File: src/rtl/multi_arbiter_game_if.sv
// Player-side bus of the reaction-game core.
//   start_in         : level request for a new round
//   req_n_in         : active-low player buttons (asynchronous)
//   leds_out         : registered per-player LED drive
//   winner_valid_out : one-cycle pulse when a grant is made
//   winner_id_out    : index of the last granted player
//   foul_out         : high while a false start is being shown
//   scores_out       : packed saturating scores, player i at [i*SCORE_W +: SCORE_W]
interface multi_arbiter_game_if #(
  parameter int NUM_PLAYERS = 4,
  parameter int SCORE_W     = 4
);
  localparam int ID_W = $clog2(NUM_PLAYERS);

  logic                           start_in;
  logic [NUM_PLAYERS-1:0]         req_n_in;
  logic [NUM_PLAYERS-1:0]         leds_out;
  logic                           winner_valid_out;
  logic [ID_W-1:0]                winner_id_out;
  logic                           foul_out;
  logic [NUM_PLAYERS*SCORE_W-1:0] scores_out;

  modport master (
    output start_in, req_n_in,
    input  leds_out, winner_valid_out, winner_id_out, foul_out, scores_out
  );

  modport slave (
    input  start_in, req_n_in,
    output leds_out, winner_valid_out, winner_id_out, foul_out, scores_out
  );
endinterface

File: src/rtl/multi_arbiter_game.sv
// N-player reaction-game core: countdown, first-press grant with round-robin
// tie-breaking, false-start detection and per-player saturating scores.
//   clk, reset : system clock, synchronous active-high reset
//   bus        : player-side bus (slave modport), see multi_arbiter_game_if

// Per-player saturating up/down score counter.
module multi_arbiter_game_score #(
  parameter int SCORE_W = 4
) (
  input  logic               clk,
  input  logic               reset,
  input  logic               inc,
  input  logic               dec,
  output logic [SCORE_W-1:0] score
);
  always_ff @(posedge clk) begin
    if (reset)                     score <= '0;
    else if (inc && score != '1)   score <= score + 1'b1;
    else if (dec && score != '0)   score <= score - 1'b1;
  end
endmodule

module multi_arbiter_game #(
  parameter int NUM_PLAYERS     = 4,
  parameter int CLOCK_FREQ      = 1000,
  parameter int PRESCALER_COUNT = CLOCK_FREQ/4,
  parameter int CD_TICKS        = 4,
  parameter int SHOW_TICKS      = 8,
  parameter int SCORE_W         = 4
) (
  input  logic                 clk,
  input  logic                 reset,
  multi_arbiter_game_if.slave  bus
);
  localparam int ID_W = $clog2(NUM_PLAYERS);
  localparam int PS_W = $clog2(PRESCALER_COUNT);
  localparam int CD_W = $clog2(CD_TICKS) + 1;
  localparam int SH_W = $clog2(SHOW_TICKS) + 1;

  typedef enum logic [2:0] {IDLE, COUNTDOWN, ARMED, SHOW, FOUL} state_t;

  state_t                                 state;
  logic [1:0][NUM_PLAYERS-1:0]            sync_pipe;
  logic [NUM_PLAYERS-1:0]                 req;
  logic [PS_W-1:0]                        presc;
  logic                                   tick;
  logic [CD_W-1:0]                        cd_cnt;
  logic [SH_W-1:0]                        show_cnt;
  logic [ID_W-1:0]                        rr_ptr, offender, grant_id, low_id, rr_next;
  logic [NUM_PLAYERS-1:0]                 leds;
  logic                                   win_vld, foul;
  logic [ID_W-1:0]                        win_id;
  logic [NUM_PLAYERS-1:0]                 inc_vec, dec_vec;
  logic [NUM_PLAYERS-1:0][SCORE_W-1:0]    scores;

  // Stage 1 holds the inverted raw buttons, stage 2 is the decision input.
  assign req  = sync_pipe[1];
  assign tick = (presc == PS_W'(PRESCALER_COUNT-1));

  // First pressed player searching upward from rr_ptr, wrapping.
  always_comb begin : rr_search
    logic [ID_W:0]   sum;
    logic [ID_W-1:0] idx;
    logic            found;
    sum      = '0;
    idx      = '0;
    found    = 1'b0;
    grant_id = rr_ptr;
    for (int k = 0; k < NUM_PLAYERS; k++) begin
      sum = {1'b0, rr_ptr} + (ID_W+1)'(k);
      if (sum >= (ID_W+1)'(NUM_PLAYERS)) sum = sum - (ID_W+1)'(NUM_PLAYERS);
      idx = sum[ID_W-1:0];
      if (!found && req[idx]) begin
        found    = 1'b1;
        grant_id = idx;
      end
    end
  end

  // False starts blame the lowest-index pressed player.
  always_comb begin
    low_id = '0;
    for (int i = NUM_PLAYERS-1; i >= 0; i--)
      if (req[i]) low_id = ID_W'(i);
  end

  assign rr_next = (grant_id == ID_W'(NUM_PLAYERS-1)) ? '0 : grant_id + 1'b1;

  always_comb begin
    inc_vec = '0;
    dec_vec = '0;
    if (state == ARMED     && |req) inc_vec[grant_id] = 1'b1;
    if (state == COUNTDOWN && |req) dec_vec[low_id]   = 1'b1;
  end

  for (genvar i = 0; i < NUM_PLAYERS; i++) begin : g_score
    multi_arbiter_game_score #(.SCORE_W(SCORE_W)) u_score (
      .clk   (clk),
      .reset (reset),
      .inc   (inc_vec[i]),
      .dec   (dec_vec[i]),
      .score (scores[i])
    );
  end

  // LEDs are computed from the current state, so they trail state by a cycle.
  // The prescaler is cleared on every state entry so each phase starts aligned.
  always_ff @(posedge clk) begin
    if (reset) begin
      state     <= IDLE;
      sync_pipe <= '0;
      presc     <= '0;
      cd_cnt    <= '0;
      show_cnt  <= '0;
      rr_ptr    <= '0;
      offender  <= '0;
      leds      <= '0;
      win_vld   <= 1'b0;
      win_id    <= '0;
      foul      <= 1'b0;
    end else begin
      sync_pipe <= {sync_pipe[0], ~bus.req_n_in};
      presc     <= tick ? '0 : presc + 1'b1;
      win_vld   <= 1'b0;
      unique case (state)
        IDLE: begin
          leds <= '0;
          if (bus.start_in && !(|req)) begin
            state  <= COUNTDOWN;
            cd_cnt <= '0;
            presc  <= '0;
          end
        end
        COUNTDOWN: begin
          leds <= cd_cnt[0] ? '0 : '1;
          if (|req) begin
            state    <= FOUL;
            offender <= low_id;
            foul     <= 1'b1;
            show_cnt <= '0;
            presc    <= '0;
          end else if (tick) begin
            cd_cnt <= cd_cnt + 1'b1;
            if (cd_cnt == CD_W'(CD_TICKS-1)) begin
              state <= ARMED;
              presc <= '0;
            end
          end
        end
        ARMED: begin
          leds <= '0;
          if (|req) begin
            win_id   <= grant_id;
            win_vld  <= 1'b1;
            rr_ptr   <= rr_next;
            state    <= SHOW;
            show_cnt <= '0;
            presc    <= '0;
          end
        end
        SHOW: begin
          leds <= NUM_PLAYERS'(1) << win_id;
          if (tick) begin
            show_cnt <= show_cnt + 1'b1;
            if (show_cnt == SH_W'(SHOW_TICKS-1)) begin
              state <= IDLE;
              presc <= '0;
            end
          end
        end
        FOUL: begin
          // Even tick counts light the offender, odd ones blank it.
          leds <= show_cnt[0] ? '0 : NUM_PLAYERS'(1) << offender;
          if (tick) begin
            show_cnt <= show_cnt + 1'b1;
            if (show_cnt == SH_W'(SHOW_TICKS-1)) begin
              state <= IDLE;
              foul  <= 1'b0;
              presc <= '0;
            end
          end
        end
        default: state <= IDLE;
      endcase
    end
  end

  assign bus.leds_out         = leds;
  assign bus.winner_valid_out = win_vld;
  assign bus.winner_id_out    = win_id;
  assign bus.foul_out         = foul;
  assign bus.scores_out       = scores;
endmodule

File: src/flat_wrapper.sv
// flat-port wrapper written by rule: the top's interface ports become plain ports
module multi_arbiter_game_flat 
#(
  parameter int NUM_PLAYERS     = 4,
  parameter int CLOCK_FREQ      = 1000,
  parameter int PRESCALER_COUNT = CLOCK_FREQ/4,
  parameter int CD_TICKS        = 4,
  parameter int SHOW_TICKS      = 8,
  parameter int SCORE_W         = 4
)
  (clk, reset, bus_start_in, bus_req_n_in, bus_leds_out, bus_winner_valid_out, bus_winner_id_out, bus_foul_out, bus_scores_out);
  multi_arbiter_game_if #(.NUM_PLAYERS(NUM_PLAYERS), .SCORE_W(SCORE_W)) bus_i ();
  input  logic clk;
  input  logic reset;
  input wire logic [$bits(bus_i.start_in)-1:0] bus_start_in;
  input wire logic [$bits(bus_i.req_n_in)-1:0] bus_req_n_in;
  output wire logic [$bits(bus_i.leds_out)-1:0] bus_leds_out;
  output wire logic [$bits(bus_i.winner_valid_out)-1:0] bus_winner_valid_out;
  output wire logic [$bits(bus_i.winner_id_out)-1:0] bus_winner_id_out;
  output wire logic [$bits(bus_i.foul_out)-1:0] bus_foul_out;
  output wire logic [$bits(bus_i.scores_out)-1:0] bus_scores_out;
  assign bus_i.start_in = bus_start_in;
  assign bus_i.req_n_in = bus_req_n_in;
  assign bus_leds_out = bus_i.leds_out;
  assign bus_winner_valid_out = bus_i.winner_valid_out;
  assign bus_winner_id_out = bus_i.winner_id_out;
  assign bus_foul_out = bus_i.foul_out;
  assign bus_scores_out = bus_i.scores_out;
  multi_arbiter_game #(.NUM_PLAYERS(NUM_PLAYERS), .CLOCK_FREQ(CLOCK_FREQ), .PRESCALER_COUNT(PRESCALER_COUNT), .CD_TICKS(CD_TICKS), .SHOW_TICKS(SHOW_TICKS), .SCORE_W(SCORE_W)) u_core (.clk(clk), .reset(reset), .bus(bus_i));
endmodule
File: config.mk
export PLATFORM = sky130hd
export DESIGN_NAME = multi_arbiter_game_flat
export DESIGN_NICKNAME = d
export VERILOG_FILES = /design/src/rtl/multi_arbiter_game_if.sv /design/src/rtl/multi_arbiter_game.sv /design/src/flat_wrapper.sv
export SDC_FILE = /design/constraint.sdc
export NUM_CORES = 1
export LEC_CHECK = 0
export CORE_UTILIZATION = 50
export DETAILED_ROUTE_END_ITERATION = 10
export DONT_BUFFER_PORTS = 1
export PLACE_DENSITY = 0.75
export SYNTH_ARGS = -nofsm -noshare
export SYNTH_HDL_FRONTEND = slang
export SYNTH_SLANG_ARGS = --single-unit
File: constraint.sdc
create_clock -name clk -period 3.3 [get_ports clk]
set_input_delay 0.495 -clock clk [delete_from_list [all_inputs] [get_ports clk]]
set_output_delay 0.495 -clock clk [all_outputs]
set_load 0.01 [all_outputs]
==> metrics.md <==
| Metric | Value |
|---|---|
| Status | complete, no violations |
| GRT Residual Overflow | 0 |
| Asr flop ratio synth | 0 |
| Share of total power consumed by net switching | 0.248 |
| Count of clock tree sinks | 54 |
| Cell internal pwr | ~0.00093 W |
| Via/cell ratio | approximately 5.8 |
| Power per standard cell area | between 400 and 500 mW/mm^2 |
| Die boundary width | ~78 microns |
| Number of global-route vias before repair | ~2200 |
| Flip-flop and latch count after synthesis | 54 |
| Warning count from the yosys run | 0 |
| DR WL/cell | about 14 microns |
| Fraction of the cycle the final worst path needs | 0.881 |
| Synth-to-layout area growth | 4.08% |
| Crit-path max FO | 10 |
| Power share of the combinational group | 0.081 |
| Tightest Pin Transition | roughly 0.64 ns |
| Critical path start-end classification | flop to flop |
| Total of fill cells in the finished design | 540 |
| Clock edge transition at the registers on the reported setup and hold paths | roughly 0.10 ns |
| Routed Antenna Nets | 0 |
| Origin of the worst setup path | u_core.req[1] |
| Proportion of layout cells with a drive suffix above 1 | 0.0772 |
| CTS Hold Bufs | 0 |
| LEAKAGE | 1.15 nW |
| Power share of the sequential group | 0.557 |
| Synthesized net count | between 300 and 400 |
| Area inside the core boundary | about 0.0056 sq mm |
| Mapped Avg Cell Area | ~9 sq um |
| Detailed router's first-iteration violation count | between 150 and 200 |
| Residual DRC count | 0 |
| Worst reg2reg endpoint | u_core.g_score[3].u_score.score[3] |
| Pins over their slew limit | 0 |
| Row count | 27 |
| Startpoint of the worst-slack reg-to-reg timing path | u_core.req[1] |
| Slowest-stage cell, CP | sky130_fd_sc_hd__dfxtp_1 |
| RSZ-0062 raised after global routing | no |
| Post-Place Cells | a little under 400 |
| Slowest Stage Delay on Critical Path | 0.40 ns |
| Final setup violation count | 0 |
| Number of nets in the finished design | 351 |
| Placed wire-length estimate after detailed placement | between 4 and 5 mm |
| Primary flip-flop cell chosen by synthesis mapping | sky130_fd_sc_hd__dfxtp_1 |
| Length of the first detailed-routing pass in iterations | 4 |
| Data arrival time of the critical path | between 3 and 4 ns |
| Final period demand of the worst path | 2.91 ns |
| Critical Path Sink Type | flop |
| CTS tree | yes |
| Worst min-delay path category | input port to flop |
| Final Hold Viols | 0 |
| Initial Util | 0.523 |
| Resize count post-CTS | 0 |
| Critical path cell sequence | or2_2, a21boi_0, o221ai_1, inv_1, ha_1, nand4_1, ha_1, a21o_1, a21oi_1, mux2i_1, xnor2_1, nor2_1 |
| Slack of the worst reg-to-reg path | between 0.3 and 0.4 ns |
| Clk network pwr share | 0.361 |
| Cell at the root of the clock tree | sky130_fd_sc_hd__clkbuf_8 |
| CTS H-tree depth | 2 |
| Antenna diode count | 0 |
| Post-synthesis cell area | roughly 0.0029 sq mm |
| Die area | between 0.006 and 0.007 sq mm |
| Startpoint type of the worst setup path | flop |
| Wire length of the first global-routing pass | around 10 mm |
| Number of distinct library cells after synthesis | between 40 and 50 |
| Max VDD drop | ~230 uV |
| Worst slew margin relative to its limit | 0.570 |
| Placed Area | about 0.003 sq mm |
| CTS Buffer Depth | 2 |
| Max-cap check violation count | 0 |
| Tightest hold margin | 0.231 ns |
| Sequential share of the synthesized area | 0.371 |
| Cell depth of the worst min-delay path | 1 |
| Final Instance Area | 0.00304 sq mm |
| Layout Skew | 0.00586 ns |
| Final RePlAce weighted congestion | ~0.93 |
| WP data required | between 3 and 4 ns |
| Die Ht | between 70 and 80 microns |
| Setup TNS | 0 ns |
| Worst R2R Path Depth | 12 |
| Latest clock arrival within the worst-skew pair | approximately 0.31 ns |
| DRT Wirelength | approximately 5.7 mm |
| Pin count of the biggest net entering global routing | just under 50 |
| EDFF count, synth | 0 |
| Number of top-level pins | 31 |
| Maximum clock frequency | 344 MHz |
| Hold wc startpoint | bus_req_n_in[3] |
| Total routing usage reported by global routing | 0.207 |
| Number of CTS-inserted buffers | 5 |
| Initial antenna violation count | 0 |
| Number of setup buffers added after CTS | 0 |
| Post-route non-filler standard cell count | just under 400 |
| IO buf count | 0 |
| Vias post-DR | 2283 |
| Critical Path Most Common Cell | sky130_fd_sc_hd__ha_1 |
| Final Total Pwr | approximately 0.0012 W |
| Number of standard cells after synthesis | 330 |
| Endpoint of the worst hold-timing path | u_core.sync_pipe[3] |
| Total net switching power | between 0.0003 and 0.0004 W |
[worst max-delay path by stage]
stage / end / depth (start not counted) / slack, ns
floorplan: u_core.g_score[3].u_score.score[3] / 13 / 0.62
global placement: u_core.g_score[3].u_score.score[3] / 12 / 0.52
detailed placement: u_core.g_score[3].u_score.score[3] / 12 / 0.43
CTS: u_core.g_score[3].u_score.score[3] / 12 / 0.42
global route: u_core.g_score[3].u_score.score[3] / 12 / 0.18
finish: u_core.g_score[3].u_score.score[3] / 12 / 0.39
[synthesized netlist by cell type (2+ instances only)]
cell,number,area [sq um]
sky130_fd_sc_hd__dfxtp_1,54,1080
sky130_fd_sc_hd__nand4_1,15,93.8
sky130_fd_sc_hd__nand2_1,19,71.3
sky130_fd_sc_hd__buf_2,4,20.0
sky130_fd_sc_hd__xnor2_1,16,140
sky130_fd_sc_hd__nor4_1,3,18.8
sky130_fd_sc_hd__nand3b_1,3,22.5
sky130_fd_sc_hd__a22o_1,3,26.3
sky130_fd_sc_hd__inv_1,8,30.0
sky130_fd_sc_hd__o41a_1,2,22.5
sky130_fd_sc_hd__nor2_1,46,173
sky130_fd_sc_hd__nand2b_1,10,62.6
sky130_fd_sc_hd__ha_1,17,213
sky130_fd_sc_hd__nor2_2,8,50.1
sky130_fd_sc_hd__o21a_1,3,22.5
sky130_fd_sc_hd__or2_2,2,12.5
sky130_fd_sc_hd__mux2i_1,7,70.1
sky130_fd_sc_hd__a21o_1,5,37.5
sky130_fd_sc_hd__buf_6,3,33.8
sky130_fd_sc_hd__o21ai_0,10,50.1
sky130_fd_sc_hd__nor3_1,8,40.0
sky130_fd_sc_hd__o31ai_1,2,15.0
sky130_fd_sc_hd__nand3_1,9,45.0
sky130_fd_sc_hd__or4_1,3,22.5
sky130_fd_sc_hd__a311oi_1,4,35.0
sky130_fd_sc_hd__a211oi_1,6,45.0
sky130_fd_sc_hd__xor2_1,2,17.5
sky130_fd_sc_hd__buf_1,2,7.51
sky130_fd_sc_hd__a21oi_1,19,95.1
sky130_fd_sc_hd__clkbuf_1,5,18.8
sky130_fd_sc_hd__nor2b_1,10,62.6
sky130_fd_sc_hd__fa_1,4,80.1
sky130_fd_sc_hd__nor3b_2,2,25.0
[cell type report]
class                      instances  area (sq um)  area share
inverter                           8          30.0     0.00989
timing repair buffer               1          7.51     0.00247
sequential                        54          1080       0.356
tap                               72          90.1      0.0297
multi-input combinational        253          1720       0.566
clock inverter                     3          40.0      0.0132
clock buffer                       5          68.8      0.0227
[state kept, by name (all words and copies together), names as in the netlist]
| name | count |
|---|---|
| u_core.presc | 8 |
| u_core.req | 4 |
| u_core.g_score.u_score.score | 16 |
| u_core.bus.leds_out | 4 |
| u_core.bus.winner_valid_out | 1 |
| u_core.state | 3 |
| u_core.bus.foul_out | 1 |
| u_core.sync_pipe | 4 |
| u_core.offender | 2 |
| u_core.show_cnt | 4 |
| u_core.bus.winner_id_out | 2 |
| u_core.rr_ptr | 2 |
| u_core.cd_cnt | 3 |
[per-layer routing]
layer	global-route usage	part of all wire	up-vias
met5	0	0	-
met4	0.0741	0.018	0
met3	0.0442	0.044	12
met2	0.349	0.47	46
met1	0.258	0.47	1074
li1	-	-	1151
[cells by family after synthesis]
kind of cell,synth area share
buffers and inverters,0.0403
and+or+nand+nor,0.270
AOI/OAI and AO/OA,0.137
muxes,0.0279
adders and majority gates,0.100
xor gates and xnor gates,0.0541
DFF,0.371
[power groups by stage]
| stage | combinational [W] | clock (W) | sequential, W |
|---|---|---|---|
| finish | 0.000101 | 0.000449 | 0.000692 |
| floorplan | 0.000104 | 0 | 0.000696 |
| CTS | 0.000101 | 0.000459 | 0.000692 |
| global route | 0.000114 | 0.000490 | 0.000696 |
| global placement | 0.0000999 | 0 | 0.000707 |
| detailed placement | 0.000101 | 0 | 0.000707 |
[placed cells by master (no fill, tap or decap), types with 3 or more instances in the layout]
cell type / instances
sky130_fd_sc_hd__dfxtp_1: 54
sky130_fd_sc_hd__nor2_1: 46
sky130_fd_sc_hd__a21oi_1: 19
sky130_fd_sc_hd__nand2_1: 19
sky130_fd_sc_hd__ha_1: 17
sky130_fd_sc_hd__xnor2_1: 16
sky130_fd_sc_hd__nand4_1: 15
sky130_fd_sc_hd__nand2b_1: 10
sky130_fd_sc_hd__nor2b_1: 10
sky130_fd_sc_hd__o21ai_0: 10
sky130_fd_sc_hd__nand3_1: 9
sky130_fd_sc_hd__inv_1: 8
sky130_fd_sc_hd__nor3_1: 8
sky130_fd_sc_hd__nor2_2: 8
sky130_fd_sc_hd__mux2i_1: 7
sky130_fd_sc_hd__a211oi_1: 6
sky130_fd_sc_hd__a21o_1: 5
sky130_fd_sc_hd__clkbuf_8: 5
sky130_fd_sc_hd__a311oi_1: 4
sky130_fd_sc_hd__fa_1: 4
sky130_fd_sc_hd__o21a_1: 3
sky130_fd_sc_hd__nand3b_1: 3
sky130_fd_sc_hd__or4_1: 3
sky130_fd_sc_hd__nor4_1: 3
sky130_fd_sc_hd__a22o_1: 3
[stage by stage]
step,util,setup slack (ns)
3_3_place_gp,0.525,0.523
4_1_cts,0.545,0.424
2_1_floorplan,-,0.618
6_report,0.545,0.393
3_5_place_dp,0.525,0.425
5_1_grt,0.545,0.181
[worst max-delay path, delay by kind of cell (launching register included)]
| family | cells | cell delay [ns] |
|---|---|---|
| simple gates | 3 | 0.58 |
| buf+inv | 1 | 0.16 |
| fa+ha+maj | 2 | 0.51 |
| flops | 1 | 0.40 |
| compound gates | 4 | 0.75 |
| mux | 1 | 0.25 |
| xor+xnor | 1 | 0.15 |
Power figures use the tool's default switching activity.
